$ cat config.mk
export PLATFORM = sky130hd
export DESIGN_NAME = assoc_data_cache_flat
export DESIGN_NICKNAME = d
export VERILOG_FILES = /design/src/rtl/cache_pkg.sv /design/src/rtl/assoc_data_cache_if.sv /design/src/rtl/lru_tracker.sv /design/src/rtl/assoc_data_cache.sv /design/src/flat_wrapper.sv
export SDC_FILE = /design/constraint.sdc
export NUM_CORES = 2
export LEC_CHECK = 0
export ABC_CLOCK_PERIOD_IN_PS = 8800
export CORE_MARGIN = 4
export CORE_UTILIZATION = 30
export DETAILED_ROUTE_END_ITERATION = 8
export PLACE_DENSITY = 0.46
export SYNTH_ARGS = -nofsm -noshare
export SYNTH_HDL_FRONTEND = slang
export SYNTH_SLANG_ARGS = --single-unit
$ cat constraint.sdc
create_clock -name i_clk -period 8.8 [get_ports i_clk]
set_clock_uncertainty 0.15 [all_clocks]
set_input_delay 1.32 -clock i_clk [delete_from_list [all_inputs] [get_ports i_clk]]
set_output_delay 1.32 -clock i_clk [all_outputs]
set_load 0.01 [all_outputs]
$ cat src/rtl/cache_pkg.sv
// Shared encodings for the associative data cache: load/store types, FSM states
// and the width helper used for LRU ages and way indices.
package cache_pkg;

  localparam logic [2:0] LD_NONE = 3'b000;
  localparam logic [2:0] LD_LB   = 3'b001;
  localparam logic [2:0] LD_LH   = 3'b010;
  localparam logic [2:0] LD_LW   = 3'b011;
  localparam logic [2:0] LD_LBU  = 3'b100;
  localparam logic [2:0] LD_LHU  = 3'b101;

  localparam logic [1:0] ST_NONE = 2'b00;
  localparam logic [1:0] ST_SB   = 2'b01;
  localparam logic [1:0] ST_SH   = 2'b10;
  localparam logic [1:0] ST_SW   = 2'b11;

  typedef enum logic [1:0] {
    IDLE      = 2'd0,
    WRITEBACK = 2'd1,
    ALLOCATE  = 2'd2,
    UPDATE    = 2'd3
  } cacheState_e;

  // A direct-mapped cache still needs a 1-bit way index and age field.
  function automatic int ageWidth(input int ways);
    return (ways > 1) ? $clog2(ways) : 1;
  endfunction

endpackage

$ cat src/rtl/assoc_data_cache_if.sv
// Pipeline-side and memory-side bus of the data cache. The slave modport is the
// cache; the master modport drives accesses and answers block transfers.
interface assoc_data_cache_if #(
  parameter int BLOCK_BYTES = 16
);
  localparam int OFS = $clog2(BLOCK_BYTES);

  logic [2:0]               read;
  logic [1:0]               write;
  logic [31:0]              address;
  logic [31:0]              writedata;
  logic [31:0]              readdata;
  logic                     busywait;
  logic                     memRead;
  logic                     memWrite;
  logic [31-OFS:0]          memAddress;
  logic [8*BLOCK_BYTES-1:0] memWritedata;
  logic [8*BLOCK_BYTES-1:0] memReaddata;
  logic                     memBusywait;

  modport master (
    output read, write, address, writedata, memReaddata, memBusywait,
    input  readdata, busywait, memRead, memWrite, memAddress, memWritedata
  );

  modport slave (
    input  read, write, address, writedata, memReaddata, memBusywait,
    output readdata, busywait, memRead, memWrite, memAddress, memWritedata
  );

endinterface

$ cat src/rtl/lru_tracker.sv
// Per-set true-LRU ages: a touched way becomes age 0, younger-or-equal ways age
// by one (saturating), so ages settle into a permutation even from all-zero reset.
module lru_tracker
  import cache_pkg::*;
#(
  parameter int WAYS = 2,
  parameter int SETS = 8
) (
  input  logic                        i_clk,
  input  logic                        i_rst,
  input  logic                        i_touch,
  input  logic [$clog2(SETS)-1:0]     i_touchSet,
  input  logic [ageWidth(WAYS)-1:0]   i_touchWay,
  input  logic [$clog2(SETS)-1:0]     i_querySet,
  output logic [ageWidth(WAYS)-1:0]   o_victim
);

  localparam int AW = ageWidth(WAYS);

  logic [AW-1:0] r_age [SETS][WAYS];
  logic [AW-1:0] w_bestAge;

  always_ff @(posedge i_clk or posedge i_rst) begin
    if (i_rst) begin
      for (int s = 0; s < SETS; s++) begin
        for (int w = 0; w < WAYS; w++) begin
          r_age[s][w] <= '0;
        end
      end
    end else if (i_touch) begin
      for (int w = 0; w < WAYS; w++) begin
        if (AW'(w) == i_touchWay) begin
          r_age[i_touchSet][w] <= '0;
        end else if ((r_age[i_touchSet][w] <= r_age[i_touchSet][i_touchWay]) &&
                     (r_age[i_touchSet][w] < AW'(WAYS - 1))) begin
          r_age[i_touchSet][w] <= r_age[i_touchSet][w] + 1'b1;
        end
      end
    end
  end

  // Oldest way wins; ties resolve to the lowest index.
  always_comb begin
    o_victim  = '0;
    w_bestAge = '0;
    for (int w = 0; w < WAYS; w++) begin
      if (r_age[i_querySet][w] > w_bestAge) begin
        w_bestAge = r_age[i_querySet][w];
        o_victim  = AW'(w);
      end
    end
  end

endmodule

$ cat src/rtl/assoc_data_cache.sv
// Set-associative write-back, write-allocate data cache with zero-stall hits,
// true-LRU replacement and a four-state miss FSM.
module assoc_data_cache
  import cache_pkg::*;
#(
  parameter int WAYS        = 2,
  parameter int SETS        = 8,
  parameter int BLOCK_BYTES = 16
) (
  input  logic                 i_clk,
  input  logic                 i_rst,
  assoc_data_cache_if.slave    io_bus
);

  localparam int OFS  = $clog2(BLOCK_BYTES);
  localparam int IDX  = $clog2(SETS);
  localparam int TAGW = 32 - IDX - OFS;
  localparam int WW   = ageWidth(WAYS);
  localparam int BW   = 8 * BLOCK_BYTES;

  cacheState_e     r_state;
  cacheState_e     w_nextState;
  logic [WAYS-1:0] r_valid [SETS];
  logic [WAYS-1:0] r_dirty [SETS];
  logic [TAGW-1:0] r_tag   [SETS][WAYS];
  logic [BW-1:0]   r_data  [SETS][WAYS];
  logic [BW-1:0]   r_fill;
  logic [WW-1:0]   r_victim;
  logic [31:0]     r_readdata;

  logic [IDX-1:0]  w_idx;
  logic [TAGW-1:0] w_tag;
  logic [OFS-1:0]  w_byteOfs;
  logic [OFS-1:0]  w_halfOfs;
  logic [OFS-1:0]  w_wordOfs;
  logic            w_store;
  logic            w_load;
  logic            w_access;
  logic            w_hit;
  logic [WW-1:0]   w_hitWay;
  logic            w_hitIdle;
  logic            w_loadHit;
  logic            w_storeHit;
  logic [WW-1:0]   w_lruVictim;
  logic [WW-1:0]   w_victimWay;
  logic            w_victimDirty;
  logic            w_touch;
  logic [WW-1:0]   w_touchWay;
  logic [BW-1:0]   w_hitBlock;
  logic [BW-1:0]   w_storeBlock;
  logic [31:0]     w_word;
  logic [7:0]      w_byte;
  logic [15:0]     w_half;
  logic [31:0]     w_loadValue;

  assign w_idx     = io_bus.address[IDX+OFS-1:OFS];
  assign w_tag     = io_bus.address[31:IDX+OFS];
  assign w_byteOfs = io_bus.address[OFS-1:0];
  assign w_halfOfs = w_byteOfs & ~OFS'(1);
  assign w_wordOfs = w_byteOfs & ~OFS'(3);

  // A store shadows a simultaneous load request.
  assign w_store  = (io_bus.write != ST_NONE);
  assign w_load   = (io_bus.read != LD_NONE) && !w_store;
  assign w_access = w_store || w_load;

  always_comb begin
    w_hit    = 1'b0;
    w_hitWay = '0;
    for (int w = 0; w < WAYS; w++) begin
      if (r_valid[w_idx][w] && (r_tag[w_idx][w] == w_tag)) begin
        w_hit    = 1'b1;
        w_hitWay = WW'(w);
      end
    end
  end

  always_comb begin
    w_victimWay = w_lruVictim;
    for (int w = WAYS - 1; w >= 0; w--) begin
      if (!r_valid[w_idx][w]) begin
        w_victimWay = WW'(w);
      end
    end
  end

  assign w_victimDirty = r_valid[w_idx][w_victimWay] && r_dirty[w_idx][w_victimWay];
  assign w_hitIdle     = w_hit && (r_state == IDLE);
  assign w_loadHit     = w_load && w_hitIdle;
  assign w_storeHit    = w_store && w_hitIdle;
  assign w_hitBlock    = r_data[w_idx][w_hitWay];

  assign w_touch    = (w_access && w_hitIdle) || (r_state == UPDATE);
  assign w_touchWay = (r_state == UPDATE) ? r_victim : w_hitWay;

  lru_tracker #(
    .WAYS (WAYS),
    .SETS (SETS)
  ) u_lru (
    .i_clk      (i_clk),
    .i_rst      (i_rst),
    .i_touch    (w_touch),
    .i_touchSet (w_idx),
    .i_touchWay (w_touchWay),
    .i_querySet (w_idx),
    .o_victim   (w_lruVictim)
  );

  // Half and word lanes ignore the low address bits rather than trapping.
  assign w_word = w_hitBlock[{w_wordOfs, 3'b000} +: 32];
  assign w_byte = w_word[{io_bus.address[1:0], 3'b000} +: 8];
  assign w_half = w_word[{io_bus.address[1], 4'b0000} +: 16];

  always_comb begin
    case (io_bus.read)
      LD_LB:   w_loadValue = {{24{w_byte[7]}}, w_byte};
      LD_LH:   w_loadValue = {{16{w_half[15]}}, w_half};
      LD_LBU:  w_loadValue = {24'd0, w_byte};
      LD_LHU:  w_loadValue = {16'd0, w_half};
      default: w_loadValue = w_word;
    endcase
  end

  always_comb begin
    w_storeBlock = w_hitBlock;
    case (io_bus.write)
      ST_SB:   w_storeBlock[{w_byteOfs, 3'b000} +: 8]  = io_bus.writedata[7:0];
      ST_SH:   w_storeBlock[{w_halfOfs, 3'b000} +: 16] = io_bus.writedata[15:0];
      ST_SW:   w_storeBlock[{w_wordOfs, 3'b000} +: 32] = io_bus.writedata;
      default: ;
    endcase
  end

  always_comb begin
    w_nextState = r_state;
    case (r_state)
      IDLE:      if (w_access && !w_hit) w_nextState = w_victimDirty ? WRITEBACK : ALLOCATE;
      WRITEBACK: if (!io_bus.memBusywait) w_nextState = ALLOCATE;
      ALLOCATE:  if (!io_bus.memBusywait) w_nextState = UPDATE;
      UPDATE:    w_nextState = IDLE;
      default:   w_nextState = IDLE;
    endcase
  end

  assign io_bus.busywait     = w_access && (!w_hit || (r_state != IDLE));
  assign io_bus.readdata     = w_loadHit ? w_loadValue : r_readdata;
  assign io_bus.memRead      = (r_state == ALLOCATE);
  assign io_bus.memWrite     = (r_state == WRITEBACK);
  assign io_bus.memAddress   = (r_state == WRITEBACK) ? {r_tag[w_idx][r_victim], w_idx}
                                                      : io_bus.address[31:OFS];
  assign io_bus.memWritedata = r_data[w_idx][r_victim];

  always_ff @(posedge i_clk or posedge i_rst) begin
    if (i_rst) begin
      r_state    <= IDLE;
      r_victim   <= '0;
      r_readdata <= '0;
      for (int s = 0; s < SETS; s++) begin
        r_valid[s] <= '0;
        r_dirty[s] <= '0;
      end
    end else begin
      r_state <= w_nextState;
      if ((r_state == IDLE) && w_access && !w_hit) r_victim <= w_victimWay;
      if (w_loadHit) r_readdata <= w_loadValue;
      if (w_storeHit) r_dirty[w_idx][w_hitWay] <= 1'b1;
      if (r_state == UPDATE) begin
        r_valid[w_idx][r_victim] <= 1'b1;
        r_dirty[w_idx][r_victim] <= 1'b0;
      end
    end
  end

  // Tag/data storage is left uncleared; valid bits alone gate its use.
  always_ff @(posedge i_clk) begin
    if ((r_state == ALLOCATE) && !io_bus.memBusywait) r_fill <= io_bus.memReaddata;
    if (w_storeHit) r_data[w_idx][w_hitWay] <= w_storeBlock;
    if (r_state == UPDATE) begin
      r_data[w_idx][r_victim] <= r_fill;
      r_tag[w_idx][r_victim]  <= w_tag;
    end
  end

endmodule

$ cat src/flat_wrapper.sv
// flat-port wrapper written by rule: the top's interface ports become plain ports
module assoc_data_cache_flat import cache_pkg::*;
#(
  parameter int WAYS        = 2,
  parameter int SETS        = 8,
  parameter int BLOCK_BYTES = 16
)
  (i_clk, i_rst, io_bus_read, io_bus_write, io_bus_address, io_bus_writedata, io_bus_memReaddata, io_bus_memBusywait, io_bus_readdata, io_bus_busywait, io_bus_memRead, io_bus_memWrite, io_bus_memAddress, io_bus_memWritedata);
  assoc_data_cache_if #(.BLOCK_BYTES(BLOCK_BYTES)) io_bus_i ();
  input  logic i_clk;
  input  logic i_rst;
  input wire logic [$bits(io_bus_i.read)-1:0] io_bus_read;
  input wire logic [$bits(io_bus_i.write)-1:0] io_bus_write;
  input wire logic [$bits(io_bus_i.address)-1:0] io_bus_address;
  input wire logic [$bits(io_bus_i.writedata)-1:0] io_bus_writedata;
  input wire logic [$bits(io_bus_i.memReaddata)-1:0] io_bus_memReaddata;
  input wire logic [$bits(io_bus_i.memBusywait)-1:0] io_bus_memBusywait;
  output wire logic [$bits(io_bus_i.readdata)-1:0] io_bus_readdata;
  output wire logic [$bits(io_bus_i.busywait)-1:0] io_bus_busywait;
  output wire logic [$bits(io_bus_i.memRead)-1:0] io_bus_memRead;
  output wire logic [$bits(io_bus_i.memWrite)-1:0] io_bus_memWrite;
  output wire logic [$bits(io_bus_i.memAddress)-1:0] io_bus_memAddress;
  output wire logic [$bits(io_bus_i.memWritedata)-1:0] io_bus_memWritedata;
  assign io_bus_i.read = io_bus_read;
  assign io_bus_i.write = io_bus_write;
  assign io_bus_i.address = io_bus_address;
  assign io_bus_i.writedata = io_bus_writedata;
  assign io_bus_i.memReaddata = io_bus_memReaddata;
  assign io_bus_i.memBusywait = io_bus_memBusywait;
  assign io_bus_readdata = io_bus_i.readdata;
  assign io_bus_busywait = io_bus_i.busywait;
  assign io_bus_memRead = io_bus_i.memRead;
  assign io_bus_memWrite = io_bus_i.memWrite;
  assign io_bus_memAddress = io_bus_i.memAddress;
  assign io_bus_memWritedata = io_bus_i.memWritedata;
  assoc_data_cache #(.WAYS(WAYS), .SETS(SETS), .BLOCK_BYTES(BLOCK_BYTES)) u_core (.i_clk(i_clk), .i_rst(i_rst), .io_bus(io_bus_i));
endmodule
Yosys cells after proc, flatten, opt, wreduce, memory -nomap -nowiden
Memory sizes are Yosys's and may differ from the RTL's.
Index checks and enable logic that the tools add are counted.
{ "word_totals": {"in_bits": 200, "mem_bits_rw": 2448, "mem_count": 2, "wordCells": 717, "regBits": 211} }
{ "memory_table": {"columns": ["name", "words", "width", "read_ports", "rd_clocked_by_memory_dff", "write_ports", "line", "text"], "rows": [
  ["u_core.r_data", 8, 256, 1, 0, 1, "assoc_data_cache.sv:26", "logic [BW-1:0] r_data [SETS][WAYS];"],
  ["u_core.r_tag", 8, 50, 1, 0, 1, "assoc_data_cache.sv:25", "logic [TAGW-1:0] r_tag [SETS][WAYS];"]
]} }
{ "op_classes": {"addsub": 5, "n_shift": 9, "reduce_logical": 31, "muxes": 333, "eq_ne": 15, "magnitude_cmp": 18, "bitwise_logic": 268} }
{ "op_table": {"columns": ["operator", "n"], "rows": [
  ["two-way mux 128 bit", 8],
  ["two-way mux 256 bit", 2],
  ["bitwise mux 128 bit", 3],
  ["case mux 128 bit (3 select lines)", 1],
  ["two-way mux 1 bit", 276],
  ["demux 128 bit (select 1 bit)", 2],
  ["bitwise OR 1 bit", 256],
  ["case mux 32 bit (4 select lines)", 1],
  ["variable shift 16 x 9 -> 128 bit (first input constant)", 1],
  ["variable shift 32 x 9 -> 128 bit (first input constant)", 1],
  ["variable shift 8 x 9 -> 128 bit (first input constant)", 1],
  ["variable part select 128 x 8 -> 32 bit", 1],
  ["variable part select 16 x 9 -> 128 bit", 1],
  ["variable part select 32 x 9 -> 128 bit", 1],
  ["variable part select 8 x 9 -> 128 bit", 1],
  ["two-way mux 16 bit", 7],
  ["two-way mux 25 bit", 4],
  ["== test 25 bit", 2],
  ["two-way mux 50 bit", 1],
  ["bitwise AND 16 bit", 3],
  ["NOT 16 bit", 3],
  ["bitwise mux 16 bit", 2],
  ["two-way mux 32 bit", 1],
  ["bitwise OR 16 bit", 2],
  ["other kinds (37)", 98]
]} }

Longest topological paths before layout
{ "logic_depth": {"word_depth": 19, "depth_mapped": 21, "ltp_nobuf": 12} }

Modules after synthesis
A second synthesis with hierarchy kept.
{ "unflattened": {"cells_unflattened": 7475, "hier_area_um2": 111106.6} }
{ "by_module_without_submodules": {"columns": ["module", "area_per_inst_um2", "seq_area_each_um2", "n_inst", "cells_each"], "rows": [
  ["assoc_data_cache", 110335.8, 79030.8, 1, 7408],
  ["lru_tracker", 770.7, 400.4, 1, 67]
]} }

Worst setup path before layout
OpenSTA, ideal clock, no wires.
{ "synth_path": {"path_type": "input port to flip-flop", "from": "input port io_bus_address[6]", "to": "memory u_core.r_data[0][0] in the netlist's numbering, enable pin", "arrival_ps": 9823, "path_slack_ps": -1791, "n_path_buf": 7, "stages": 16, "cell_sequence": "buf_4 -> buf_2 -> mux2_2 -> o22ai_1 -> nor3_1 -> nand4b_1 -> nor4b_1 -> nand4_4 -> buf_6 -> buf_6 -> buf_4 -> buf_4 -> buf_6 -> nor3b_2 -> a21oi_1 -> nor2_1"} }
{ "synth_via": {"elab_chain_len": 13, "elab_cells_between_ends": 23} }
{ "synth_lines": {"columns": ["element", "line", "text"], "rows": [
  ["from (decl)", "flat_wrapper.sv:14", "input wire logic [$bits(io_bus_i.address)-1:0] io_bus_address;"],
  ["parallel branches: the longest is 13 deep, another holds memory (8 x 50 bit)", null, null],
  ["to (decl)", "assoc_data_cache.sv:26", null]
]} }
Several ways; the timed one is not identified. The select of a mux whose other input is x is not followed.

Worst setup path after layout
{ "layout_path": {"from": "input port io_bus_address[4]", "to": "output port io_bus_readdata[5]"} }
{ "layout_via": {"elab_chain_len": 14, "elab_cells_between_ends": 24} }
{ "layout_lines": {"columns": ["element", "line", "text"], "rows": [
  ["parallel branches: the longest is 13 deep, another holds memory (8 x 50 bit)", null, null],
  ["two-way mux 32 bit (*)", null, null],
  ["to (decl)", "flat_wrapper.sv:18", "output wire logic [$bits(io_bus_i.readdata)-1:0] io_bus_readdata;"]
]} }
Mark *: on every way between the ends. The select of a mux whose other input is x is not followed.

==> results.txt <==
The final hold violation count came out at 0. The total of flip-flops plus latches after synthesis is 2,659. The data required time at the worst endpoint came out at 7.33 ns. The worst setup path is captured at an output port. Leaving out fill and tap cells, the most frequent cells in the layout are 2,576 x edfxtp_1, 506 x a22oi_1, 383 x clkdlybuf4s50_1, 375 x mux2i_1, 362 x nor2_1. The cell count after placement is 12,200. For this run, the number of Yosys warnings is 0. The die area came out at 379,000 µm². In this run the number of H-tree levels came out at 5.

The core area is 367,000 µm². The worst-case setup margin in the final layout came out at 0.163 ns. Summing every instance area after synthesis gives 111,000 µm².

The most common library cell in the layout ignoring fill and taps is edfxtp_1. The later pin in the worst-skew pair is clocked with a latency of 0.93 ns. The largest total area in the synthesized netlist belongs to edfxtp_1. The global-route wire length before repair is 627 mm. Hold is met by 0.315 ns. At the end of the flow the core is filled with cells to 36.0%. After the last flow step, the layout net total stands at 7,840. Setup violations remaining at the end of the flow were counted as 0. The critical path is of the input port to output port type. The sequential share of the synthesized area came out at 71.7%.

The portion of total power attributed to sequential cells came out at 45.9%. The worst setup path is launched from an input port. The maximum clock frequency came out at 116 MHz. The max-cap check violation count is 0.

The number of gates resized after CTS was 0. For this run, the leading register cell type out of synthesis is edfxtp_1. The share of power burned in the clock network is 36.3%. The number of pins with negative max-slew slack in the final report is 0. The flow ran to the end, and the final reports show no timing, DRC or antenna violations. The normalized max-slew margin came out at 10.2%. The share of layout cells above drive strength 1 came out at 16.8%. The top fanout value on the critical path came out at 52.

The multi-input combinational cells in the finished layout cover a total of 29,200 µm². The footprint of the flip-flops and latches is 79,400 µm². The final non-filler cell total came out at 12,800. The vias after detailed routing came out at 72,900. After clock tree synthesis, the setup repair step added 0 buffers. The largest net degree at the start of global routing came out at 96. The shortest period the worst path allows came out at 8.64 ns. The initial standard-cell utilization of the core is 30.2%. The worst-case setup slack after placement is 0.261 ns. The proportion of power drawn by combinational gates came out at 17.8%.

The count of hold buffers inserted by post-cts repair is 0. The number of fillers in the final layout came out at 34,800. The die is 616 µm tall.

The count of different cell masters after synthesis is 87. The arrival time at the worst endpoint came out at 7.17 ns. Detailed placement ended at an HPWL of 298 mm.

The cell internal power dissipation came out at 24.5 mW. The cell count after synthesis is 7,094. Counting the buffers created by CTS gives 300. Summed over all nets, the switching power comes to 9.90 mW.

The via count of the first global-routing pass is 70,000. The weighted congestion reported at the end of routability-driven placement came out at 0.972. The tree is rooted in a clkbuf_16.

The maximum root-to-sink buffer count came out at 4. The first routing iteration left 9,458 violations. CTS saw 2,659 sinks. Compared with the post-synthesis result, the final layout area differs by 19.3%. The overall routed net length is 468 mm.

The design draws 34.4 mW. The number of nets with antenna violations after routing came out at 0. The transition at the pin with the smallest max-transition slack came out at 1.34 ns. The average via count per standard cell came out at 5.70. The final critical path takes up 98.1% of the cycle. Summed over all cells, the static leakage comes to 43.7 nW. Global routing used 23.7% of the available tracks across all layers. Counting every net in the synthesized netlist gives 7,312. Power spread over the standard cell area amounts to 260 nW/µm². The number of synthesized flops with an enable pin came out at 2,576. Clock-pin slew was measured on the worst setup and hold paths at 0.06 ns.

The final routed DRC violation total is 0. Setup repair after global routing left no endpoint under its margin. The number of detailed-route iterations in the first pass is 6. The share of async-settable or async-resettable flops after synthesis came out at 3.12%. The min-delay analysis places its worst path in the category flip-flop to flip-flop. The initial antenna violation count came out at 41. The share of the synthesized area in the top cell type came out at 69.8%. The floorplan die width came out at 616 µm. Row generation in the floorplan step produced 222 rows. The CTS tree is yes.

The remaining global-route overflow came out at 0. The fraction of power spent switching nets is 28.8%. By area the synthesized netlist is led by edfxtp_1 70%, mux2_2 3.5%, a22oi_1 3.4%. In this run the mean area of a mapped cell was 15.6 µm². The number of buffer cells added on primary ports came out at 390. The worst ir drop on vdd came out at 0.165 mV. Pin placement for this block handled 391 I/O pins. The routed length per placed instance is 36.5 µm.
-- cell type report --
class / instances / area share [%]
inverters: 73 / 0.216
clock inverters: 168 / 1.32
repair buffers: 739 / 5.67
flip-flops and latches: 2659 / 60.1
clock buffers: 366 / 5.97
diodes: 19 / 0.0359
well taps: 4928 / 4.66
multi-input cells: 3849 / 22.1
-- cell usage after synthesis (20+ instances only) --
cell / instances
a211oi_1: 32
a21oi_1: 302
a221o_1: 41
a221oi_1: 272
a222oi_1: 30
a22o_1: 160
a22oi_1: 506
and2_1: 21
and3_1: 163
buf_1: 90
buf_2: 104
buf_4: 28
buf_6: 22
clkbuf_1: 269
dfrtp_1: 83
edfxtp_1: 2576
inv_1: 66
mux2_2: 340
mux2i_1: 375
mux4_2: 76
nand2_1: 265
nand2b_1: 20
nand3_1: 132
nand4_1: 40
nor2_1: 399
nor3_1: 33
o211ai_1: 54
o21ai_0: 157
o21ai_1: 40
o22ai_1: 66
or2_2: 25
xnor2_1: 25
-- routing by layer --
layer  part of all wire, %  GRT usage, %  vias to the layer above
met5                 0.025             0                        -
met4                   5.4          11.3                       16
li1                      -             -                    29800
met1                    41          31.9                    38500
met2                    46          37.7                     3759
met3                   7.1          3.40                      800
-- path summary, 6_finish.rpt --
| path | slack (ns) | cells after the start | end | start |
|---|---|---|---|---|
| min | 0.32 | 1 | u_core.r_valid[3] | u_core.r_valid[3] |
| max in group asynchronous | 6.63 | 3 | u_core.r_readdata[20] | i_rst |
| max | 0.16 | 16 | io_bus_readdata[5] | io_bus_address[4] |
| max reg2reg | 3.10 | 14 | u_core.r_data[2][60] | u_core.r_tag[1][16] |
| min in group asynchronous | 0.60 | 2 | u_core.r_valid[14] | i_rst |
| min reg2reg | 0.32 | 1 | u_core.r_valid[3] | u_core.r_valid[3] |
-- sequential cells by signal, indices dropped and copies added (netlist names) --
register,cells
u_core.r_dirty,16
u_core.r_readdata,32
u_core.r_data,2048
u_core.r_fill,128
u_core.r_valid,16
u_core.u_lru.r_age,16
u_core.r_state,2
u_core.r_tag,400
u_core.r_victim,1
-- power groups by stage --
stage	sequential, mW	combinational [mW]	clock, mW
after floorplan	15.9	2.89	0
after global placement	16.0	6.04	0
after detailed placement	16.0	6.11	0
after CTS	15.8	6.13	12.7
after global routing	15.8	6.37	13.2
final	15.8	6.12	12.5
-- cells by family after synthesis --
kind of cell	count (synthesis)	synth area share, %
buffers and inverters	586	2.35
flip-flops	2659	71.7
AND/OR/NAND/NOR	1185	5.11
multiplexers	817	8.69
XOR/XNOR	37	0.292
AO/OA/AOI/OAI	1792	11.7
adder cells (fa/ha/maj)	18	0.203
-- critical path: stages --
cell and delay, ns:
buf_8 0.42, buf_4 0.33, nor2b_1 0.12, a22oi_1 0.36
a21boi_0 0.22, nor4_1 0.50, and4_1 0.33, nand4_4 0.12
buf_12 0.20, buf_12 0.26, mux2i_1 0.82, mux4_2 0.66
nor2_1 0.11, a2bb2oi_1 0.15, o21ai_1 0.39, clkdlybuf4s50_1 0.62
-- through the flow --
step / area [µm²] / setup TNS [ns]
6_report: 132000 / 0
3_3_place_gp: 123000 / 0
4_1_cts: 132000 / 0
3_5_place_dp: 123000 / 0
5_1_grt: 132000 / 0
2_1_floorplan: 111000 / -3594.18
Power figures use the tool's default switching activity.
